===== src/rtl/flush_scheduler.sv =====
// Round-robin arbiter that lends a single AXI FIFO flusher to NUM_CH trace FIFOs,
// pointing each dump at that channel's own memory region.
module flush_scheduler #(
  parameter int          NUM_CH       = 4,
  parameter int          DATA_WIDTH   = 32,
  parameter logic [63:0] STRIDE_BYTES = 64'h0000_0000_0010_0000,
  localparam int         CH_W         = (NUM_CH > 1) ? $clog2(NUM_CH) : 1
) (
  input  logic                         aclk,
  input  logic                         areset,
  input  logic                         enable,
  input  logic [63:0]                  base_ptr,
  input  logic [NUM_CH-1:0]            ch_req,
  input  logic [NUM_CH-1:0]            ch_empty,
  input  logic [NUM_CH-1:0]            ch_valid,
  input  logic [NUM_CH*DATA_WIDTH-1:0] ch_dout,
  output logic [NUM_CH-1:0]            ch_rd_en,
  output logic [NUM_CH-1:0]            ch_done,
  output logic                         fl_start,
  input  logic                         fl_idle,
  output logic [63:0]                  fl_base_ptr,
  input  logic                         fl_rd_en,
  output logic [DATA_WIDTH-1:0]        fl_dout,
  output logic                         fl_empty,
  output logic                         fl_valid,
  output logic                         busy,
  output logic [CH_W-1:0]              grant_id,
  output logic [31:0]                  last_words
);

  typedef enum logic [2:0] {
    IDLE,
    START,
    WAIT_BUSY,
    WAIT_IDLE,
    DONE
  } state_t;

  state_t              state;
  state_t              state_next;
  logic [CH_W-1:0]     rr_ptr;
  logic [CH_W-1:0]     pick_id;
  logic                pick_ok;
  logic [31:0]         word_cnt;
  logic [NUM_CH-1:0]   eligible;
  logic [2*NUM_CH-1:0] rotated;
  logic [CH_W:0]       slot;

  // Empty FIFOs are masked out: the flusher always performs one read, even on an empty FIFO.
  assign eligible = ch_req & ~ch_empty;
  assign rotated  = {eligible, eligible} >> rr_ptr;

  always_comb begin
    pick_ok = 1'b0;
    pick_id = '0;
    slot    = '0;
    for (int k = 0; k < NUM_CH; k++) begin
      slot = {1'b0, rr_ptr} + (CH_W+1)'(k);
      if (slot >= (CH_W+1)'(NUM_CH)) slot = slot - (CH_W+1)'(NUM_CH);
      if (!pick_ok && rotated[k]) begin
        pick_ok = 1'b1;
        pick_id = slot[CH_W-1:0];
      end
    end
  end

  always_comb begin
    state_next = state;
    case (state)
      IDLE:      if (enable && pick_ok && fl_idle) state_next = START;
      START:     state_next = WAIT_BUSY;
      WAIT_BUSY: if (!fl_idle) state_next = WAIT_IDLE;
      WAIT_IDLE: if (fl_idle) state_next = DONE;
      DONE:      state_next = IDLE;
      default:   state_next = IDLE;
    endcase
  end

  always_ff @(posedge aclk or posedge areset) begin
    if (areset) begin
      state       <= IDLE;
      grant_id    <= '0;
      rr_ptr      <= '0;
      fl_base_ptr <= '0;
      word_cnt    <= '0;
      last_words  <= '0;
    end else begin
      state <= state_next;
      if (state == IDLE && state_next == START) begin
        grant_id    <= pick_id;
        fl_base_ptr <= base_ptr + 64'(pick_id) * STRIDE_BYTES;
        word_cnt    <= '0;
      end
      if ((state == WAIT_BUSY || state == WAIT_IDLE) && fl_rd_en && word_cnt != 32'hFFFF_FFFF)
        word_cnt <= word_cnt + 32'd1;
      if (state == DONE) begin
        last_words <= word_cnt;
        rr_ptr     <= (grant_id == CH_W'(NUM_CH-1)) ? '0 : grant_id + 1'b1;
      end
    end
  end

  assign fl_start = (state == START);
  assign busy     = (state != IDLE);

  // The FIFO steering only follows the registered grant, never the live arbitration result.
  always_comb begin
    fl_dout  = '0;
    fl_empty = 1'b1;
    fl_valid = 1'b0;
    ch_rd_en = '0;
    ch_done  = '0;
    for (int i = 0; i < NUM_CH; i++) begin
      if (state != IDLE && grant_id == CH_W'(i)) begin
        fl_dout     = ch_dout[i*DATA_WIDTH +: DATA_WIDTH];
        fl_empty    = ch_empty[i];
        fl_valid    = ch_valid[i];
        ch_rd_en[i] = fl_rd_en;
      end
      ch_done[i] = (state == DONE) && (grant_id == CH_W'(i));
    end
  end

endmodule


===== config.mk =====
export PLATFORM = sky130hd
export DESIGN_NAME = flush_scheduler
export DESIGN_NICKNAME = d
export VERILOG_FILES = /design/src/rtl/flush_scheduler.sv
export SDC_FILE = /design/constraint.sdc
export NUM_CORES = 1
export LEC_CHECK = 0
export BUFFER_PORTS_ARGS = -buffer_cell sky130_fd_sc_hd__buf_2
export CAP_MARGIN = 10
export CORE_ASPECT_RATIO = 0.5
export CORE_MARGIN = 1.5
export CORE_UTILIZATION = 40
export DETAILED_ROUTE_END_ITERATION = 6
export GPL_TIMING_DRIVEN = 0
export PLACE_DENSITY = 0.75
export SETUP_SLACK_MARGIN = 0.2
export SYNTH_ARGS = -nofsm -noshare
export SYNTH_HDL_FRONTEND = slang
export SYNTH_SLANG_ARGS = --single-unit
export TNS_END_PERCENT = 10

===== constraint.sdc =====
create_clock -name aclk -period 7.12 [get_ports aclk]
set_input_delay 0.712 -clock aclk [delete_from_list [all_inputs] [get_ports aclk]]
set_output_delay 0.712 -clock aclk [all_outputs]
set_load 0.01 [all_outputs]

==> results of run 1 <==
[where the power goes]
part | internal [W] | switching, W
sequential | 0.000972 | 0.000146
clock | 0.000523 | 0.000363
combinational | 0.000614 | 0.000962
total | 0.00211 | 0.00147
[cell type report]
class | instances | area [um2] | share of cell area, %
multi-input cells | 652 | 3919 | 38.14
diodes | 1 | 2.502 | 0.02435
plain buffers | 53 | 222.7 | 2.168
well taps | 259 | 324.1 | 3.154
flip-flops and latches | 135 | 3378 | 32.88
clock buffers | 17 | 425.4 | 4.140
repair buffers | 351 | 1779 | 17.32
clock inverters | 15 | 166.4 | 1.620
inverters | 14 | 57.56 | 0.5602
[through the flow]
step	total power [W]	std cells	cell area, um2
final	0.003581	1497	10270
after global routing	0.003792	1496	10270
after CTS	0.003584	1496	10270
after detailed placement	0.002692	1464	9681
after global placement	0.002654	1463	9648
after floorplan	0.001955	854	7572
[how the worst max path moves through the flow]
| stage | endpoint | from | cells past startpoint | slack, ns |
|---|---|---|---|---|
| finish | fl_dout[28] | grant_id[0] | 7 | 3.00 |
| global route | fl_dout[28] | grant_id[0] | 7 | 2.75 |
| CTS | fl_dout[28] | grant_id[0] | 7 | 2.97 |
| detailed placement | fl_base_ptr[57] | ch_empty[1] | 12 | 3.27 |
| global placement | last_words[6] | areset | 2 | 1.29 |
| floorplan | fl_base_ptr[0] | areset | 1 | 2.80 |
[synth_stat cells, drive strengths merged (2+ instances only)]
cell type	count
clkbuf	42
nor4	12
and4	9
a21o	4
a31oi	9
mux2	37
xnor2	22
and3	23
or2	2
dfrtp	135
nor2b	4
mux2i	3
inv	13
a211o	6
nand2b	3
or4	5
a221o	4
buf	11
nor3b	5
ha	7
nand4	24
nand2	167
o21ai	115
o31ai	5
nor3	17
or3	10
xor2	21
and2	5
a221oi	34
nor2	34
a21oi	5
nand3	47
o211ai	3
[cell usage in the layout (no fill, tap or decap), drive strengths merged, types with 6 or more instances in the layout]
cell	synthesis	final
a211o	6	6
a221oi	34	34
a31oi	9	9
and3	23	23
and4	9	9
buf	11	362
clkbuf	42	59
clkinv	1	6
dfrtp	135	135
ha	7	7
inv	13	18
mux2	37	37
nand2	167	167
nand3	47	47
nand4	24	24
nor2	34	34
nor3	17	17
nor4	12	12
o21ai	115	115
or3	10	10
xnor2	22	22
xor2	21	21
[worst max-delay path, delay by kind of cell (launching register included)]
family | cells | cell delay, ns
flip-flops | 1 | 0.45
buffers and inverters | 3 | 0.78
adder cells (fa/ha/maj) | 1 | 0.20
AO/OA/AOI/OAI | 2 | 0.71
AND/OR/NAND/NOR | 1 | 0.84
[cells by family (layout without fill, tap and decap cells)]
group                    count (synthesis)  in the layout  synth area share [%]
AO/OA/AOI/OAI                          191            191                 15.90
XOR/XNOR                                43             43                 4.974
adder cells (fa/ha/maj)                  8              8                 1.421
multiplexers                            40             40                 5.899
flip-flops                             135            135                 44.61
AND/OR/NAND/NOR                        370            370                 23.56
buffers and inverters                   67            450                 3.635
other                                    0              1                     0
[flip-flops by register name, indices dropped and copies added, names as in the netlist]
name and cells:
fl_base_ptr 64, grant_id 2, last_words 32, rr_ptr 2
state 3, word_cnt 32
[per-layer routing]
layer	vias to the layer above	track usage [%]	part of all wire, %
li1	3846	-	-
met1	3991	35.15	43
met2	334	43.55	48
met3	53	4.637	6.0
met4	2	9.982	2.8
met5	-	0	0.040
==> impl_metrics.tcl, run 1 <==
set metrics [dict create \
    core_region_area_mm2 0.01848 \
    async_flop_share_pct 100.0 \
    flow.area_growth_from_synthesis_pct 35.69 \
    floorplan.die.width_um 197.6 \
    report.final.hold_viol_count 0 \
    fraction_of_layout_instances_using_a_drive_strength_above_1_pct 34.84 \
    timing.final.crit_period_ns 4.119 \
    synth_seq_area_share_pct 44.61 \
    dominantRegCellSynth "dfrtp_1" \
    regToRegStartpoint "rr_ptr[0]" \
    final_antenna_net_count 0 \
    total_leakage_power_nw 5.100 \
    outcome "finished, final reports clean" \
    rsz0062_at_grt "no" \
    port_buffers 350 \
    postCtsSetupBuffers 0 \
    final_max_slew_viol_count 0 \
    drtPass1Iterations 5 \
    cts_made_buffers 17 \
    cts_buffer_depth 2 \
    warnings_from_yosys 0 \
    drv_cap 0 \
    timing.reg2reg.setup_slack_ns 3.94 \
    synthDistinctLibCells 51 \
    timing.critical_path.slowest_stage_cell "nor3b_1" \
    top_level_ports 351 \
    post_synth_instance_area_mm2 0.007572 \
    crit_path_max_incr_delay_ns 0.84 \
    max-slew-margin-rel_pct 31.94 \
    worst_hold_path_type "in2async" \
    finalCoreUtilization_pct 55.60 \
    routed_wire_length_per_instance_um 18.23 \
    fin_ws_ns 3.001 \
    grt_pass1_vias 7656 \
    crit_path_end_kind "output port" \
    whs_ns 0.3707 \
    pin_count_of_the_biggest_net_entering_global_routing 78 \
    syn_inst 854 \
    placementRows 35 \
    crit_path_cell_trace "inv_1 > ha_1 > nor3b_1 > clkbuf_1 > a221oi_1 > o21ai_0 > buf_2" \
    detailroute.via_count 8226 \
    cellPowerDensity_mw_per_mm2 348.5 \
    critical_path.max_fanout 10 \
    clock-sinks 135 \
    worstReg2RegEnd "fl_base_ptr[57]" \
    layout_worst_path_cycle_share_pct 57.85 \
    clk_transition_reported_paths_ns 0.07 \
    wirelength_mm 27.30 \
    syn_area_per_cell_um2 8.867 \
    fillCellCount 1660 \
    timing.clock.skew_ns 0.01345 \
    clock_tree_from_tritoncts "built" \
    die_h_um 100.3 \
    post_cts_resized 0 \
    clk_latency_ns 0.42 \
    worst_ep_required_time_ns 6.41 \
    synth_seq_cells 135 \
    nNetsFinal 1441 \
    postSynthNetCount 1071 \
    report.final.setup_viol 0 \
    ctsHoldBuffers 0 \
    initial_utilization_pct 40.97 \
    setup-tns-final_ns 0 \
    main_area_contributors_after_synthesis "dfrtp_1 (45%), nand2_1 (8.3%), o21ai_0 (7.6%)" \
    grt_pass1_wl_mm 40.75 \
    synth_top_area_cell "dfrtp_1" \
    grt_antenna_before_repair 2 \
    grt_use_total_pct 26.46 \
    synth_enable_flop_cells 0 \
    vdd.ir_drop.worst_v 0.0001596 \
    final_gp_congestion 0.8515 \
    hpwl_mm 21.26 \
    via_per_inst 5.495 \
    pre_cts_ws_ns 3.269 \
    critical_path_arrival_ns 3.41 \
    timing_worst_setup_path_type "reg2out" \
    critPathLaunchType "flop" \
    detail_route.drc_violations 0 \
    clock_tree_root_driver_cell "clkbuf_16" \
    cts-htree-levels 4 \
    worst-slew-pin-transition_ns 1.019 \
    initialDrtViolationCount 603 \
    max_clock_freq_ghz 0.2428 \
    die_footprint_mm2 0.01982 \
    synth_top_area_share_pct 44.61 \
    r2r.worst_path.cells 10 \
    grt_overflow_total 0 \
]
Note: power is estimated with default switching activity, not from simulation.
==> inputs of run 2 (changes only) <==
--- a/config.mk
+++ b/config.mk
@@ -5,6 +5,7 @@
 export SDC_FILE = /design/constraint.sdc
 export NUM_CORES = 1
 export LEC_CHECK = 0
+export ABC_AREA = 1
 export BUFFER_PORTS_ARGS = -buffer_cell sky130_fd_sc_hd__buf_2
 export CAP_MARGIN = 10
 export CORE_ASPECT_RATIO = 0.5
@@ -12,7 +13,7 @@
 export CORE_UTILIZATION = 40
 export DETAILED_ROUTE_END_ITERATION = 6
 export GPL_TIMING_DRIVEN = 0
-export PLACE_DENSITY = 0.75
+export PLACE_DENSITY = 0.73
 export SETUP_SLACK_MARGIN = 0.2
 export SYNTH_ARGS = -nofsm -noshare
 export SYNTH_HDL_FRONTEND = slang
==> constraint.sdc (replaced) <==
create_clock -name aclk -period 3.9 [get_ports aclk]
set_input_delay 0.39 -clock aclk [delete_from_list [all_inputs] [get_ports aclk]]
set_output_delay 0.39 -clock aclk [all_outputs]
set_load 0.01 [all_outputs]
==> run 2 against run 1 <==
Against the previous run: routed wire length up 9.8%; clock skew down 0.0071 ns; critical path depth up 13; total power up 100%; utilization down 1.1 points; first-iteration DRC count up 37%; synthesized cell count up 47%; cell count up 28%.
==> impl_metrics.tcl, run 2 <==
set metrics [dict create \
    outcome "finished, final reports clean" \
    largest_register_ffs 64 \
    timing.critical_path.slowest_stage_cell "dfrtp_1" \
    crit_path_max_incr_delay_ns 0.49 \
    n_antenna_cell 0 \
    swShare_pct 43.08 \
    grt_pass1_wl_mm 47.07 \
    warnings_from_yosys 0 \
    drtPass1Iterations 5 \
    main_area_contributors_after_synthesis "dfrtp_1 (40%), nand2_1 (22%), o21ai_0 (7.7%)" \
    layout.cells.most_common_list "nand2_1 (488), buf_2 (368), dfrtp_1 (135), o21ai_0 (131), nand3_1 (125)" \
    initial_utilization_pct 41.04 \
    setup-tns-final_ns 0 \
    dominantRegCellSynth "dfrtp_1" \
    report.final.setup_viol 0 \
    drv_cap 0 \
    path_common_cell "nand2_1" \
    timing.critical_path.to "fl_base_ptr[44]" \
    grt_use_total_pct 26.98 \
    worst-slew-pin-transition_ns 0.8748 \
    clk_transition_reported_paths_ns 0.06 \
    seqPwrFrac_pct 29.2 \
    final_antenna_net_count 0 \
    floorplan.die.width_um 209.1 \
    timing_worst_setup_path_type "reg2reg" \
    intPower_w 0.004171 \
    timing.reg2reg.setup_slack_ns 0.63 \
    placementRows 37 \
    max-slew-margin-rel_pct 41.56 \
    timing.final.crit_period_ns 3.274 \
    top_level_ports 351 \
    layout_worst_path_cycle_share_pct 83.96 \
    core_region_area_mm2 0.02069 \
    rsz0062_at_grt "no" \
    pin_count_of_the_biggest_net_entering_global_routing 40 \
    nNetsFinal 1848 \
    die_h_um 106.0 \
    detail_route.drc_violations 0 \
    port_buffers 350 \
    cellPowerDensity_mw_per_mm2 650.3 \
    synth_top_area_cell "dfrtp_1" \
    clock_tree_root_driver_cell "clkbuf_16" \
    synth_seq_cells 135 \
    hpwl_mm 24.06 \
    synthDistinctLibCells 30 \
    final_max_slew_viol_count 0 \
    wirelength_mm 29.98 \
    combPwrFrac_pct 47.9 \
    regToRegStartpoint "rr_ptr[0]" \
    postSynthNetCount 1476 \
    fraction_of_layout_instances_using_a_drive_strength_above_1_pct 26.46 \
    cts_made_buffers 17 \
    grt_overflow_total 0 \
    async_flop_share_pct 100.0 \
    synth_enable_flop_cells 0 \
    die_footprint_mm2 0.02217 \
    timing.clock.skew_ns 0.006400 \
    via_per_inst 5.057 \
    clock_network_fraction_of_design_power_pct 22.9 \
    synth_cell_count_leaders "nand2_1 (488), dfrtp_1 (135), o21ai_0 (131), nand3_1 (125), inv_1 (97)" \
    crit_path_cell_trace "inv_2 > nand3_1 > nand3_1 > nand2_2 > nand2_1 > nor2_1 > inv_1 > nand2_1 > nand2_1 > and2_1 > ha_1 > fa_1 > nand2_1 > nor2_1 > nand2_1 > inv_1 > nand2_1 > xor2_1 > nand2_1 > nand2_1" \
    synth_top_area_share_pct 39.78 \
    critical_path.max_fanout 7 \
    worst_hold_path_type "in2async" \
    placed_cells 1885 \
    critical_path_arrival_ns 3.64 \
    path_depth 20 \
    grt_antenna_before_repair 0 \
    total_leakage_power_nw 5.941 \
    cts-htree-levels 4 \
    final_cell_count_no_fill 1917 \
    final_common_cell "nand2_1" \
    register_ranked_first_by_flip_flop_count "fl_base_ptr" \
    synth_seq_area_share_pct 39.78 \
    post_synth_instance_area_mm2 0.008492 \
    critPathLaunchType "flop" \
    cts_buffer_depth 2 \
    grt_pass1_vias 8801 \
    critical_path.n_buffers_inverters 3 \
    routed_wire_length_per_instance_um 15.64 \
    synth_most_common_cell "nand2_1" \
    vdd.ir_drop.worst_v 0.0003002 \
    syn_area_per_cell_um2 6.745 \
    report.final.hold_viol_count 0 \
    path_delay_family "simple AND/OR/NAND/NOR gates" \
    biggestRegsByFlops "fl_base_ptr: 64 flops, last_words: 32 flops, word_cnt: 32 flops" \
    clock_tree_from_tritoncts "built" \
    clk_latency_ns 0.42 \
    syn_inst 1259 \
    r2r.worst_path.cells 20 \
    detailroute.via_count 9695 \
    max_clock_freq_ghz 0.3054 \
    clock-sinks 135 \
    worst_ep_required_time_ns 4.26 \
    initialDrtViolationCount 824 \
    p_switching_w 0.003156 \
    crit_path_end_kind "flop" \
    final_gp_congestion 0.9652 \
    flow.area_growth_from_synthesis_pct 32.69 \
    setup.worst_path.start "rr_ptr[0]" \
    worstReg2RegEnd "fl_base_ptr[44]" \
]
-- run 2: power groups by stage --
stage               combinational [W]  clock [W]  sequential [W]
CTS                           0.00348    0.00170         0.00213
floorplan                     0.00188          0         0.00230
global route                  0.00389    0.00178         0.00219
detailed placement            0.00347          0         0.00215
global placement              0.00343          0         0.00214
finish                        0.00351    0.00168         0.00214
-- run 2: routing by layer --
| metal | vias to the layer above | track usage (%) | routed length [um] |
|---|---|---|---|
| met1 | 4478 | 38.57 | 14020 |
| met4 | 0 | 5.901 | 466 |
| met3 | 44 | 5.318 | 2221 |
| li1 | 4770 | - | - |
| met5 | - | 0 | 0 |
| met2 | 403 | 42.26 | 13270 |
-- run 2: final cells by class --
| cell class | count | area, um2 |
|---|---|---|
| Buffer | 48 | 255.2 |
| Clock buffer | 18 | 439.2 |
| Clock inverter | 14 | 175.2 |
| Fill cell | 2070 | 9425 |
| Inverter | 101 | 382.9 |
| Multi-Input combinational cell | 975 | 4484 |
| Sequential cell | 135 | 3378 |
| Tap cell | 273 | 341.6 |
| Timing Repair Buffer | 353 | 1812 |
-- run 2: what timing repair did --
action / 4_1_cts / 5_1_grt
resized for setup: 0 / 1
setup endpoints to repair: 0 / 1
buffers inserted: 0 / 0
hold buffers: 0 / 0
-- run 2: how the worst min path moves through the flow --
stage,to,start,depth (start not counted),slack [ns]
after global placement,state[2],state[2],1,0.45
final,fl_base_ptr[60],areset,2,0.13
after detailed placement,state[2],state[2],1,0.45
after floorplan,state[2],state[2],1,0.42
after CTS,fl_base_ptr[7],base_ptr[7],3,0.15
after global routing,fl_base_ptr[13],base_ptr[13],3,0.15
-- run 2: logic make-up after synthesis --
family | share of synthesized area (%)
adder cells (fa/ha/maj) | 1.267
AO/OA/AOI/OAI | 8.561
AND/OR/NAND/NOR | 37.66
buffers and inverters | 7.470
XOR/XNOR | 5.260
flip-flops | 39.78
-- run 2: stage by stage --
step | worst slack (ns) | instance area (um2) | power [W] | utilization (%) | hold WS [ns]
after floorplan | 1.183 | 8496 | 0.004173 | - | 0.4244
after global placement | 0.5162 | 10590 | 0.005569 | 51.17 | 0.4458
after detailed placement | 0.5278 | 10650 | 0.005618 | 51.46 | 0.4463
after CTS | 0.5032 | 11260 | 0.007321 | 54.43 | 0.1464
after global routing | 0.3644 | 11270 | 0.007857 | 54.45 | 0.1462
final | 0.6256 | 11270 | 0.007328 | 54.45 | 0.1350
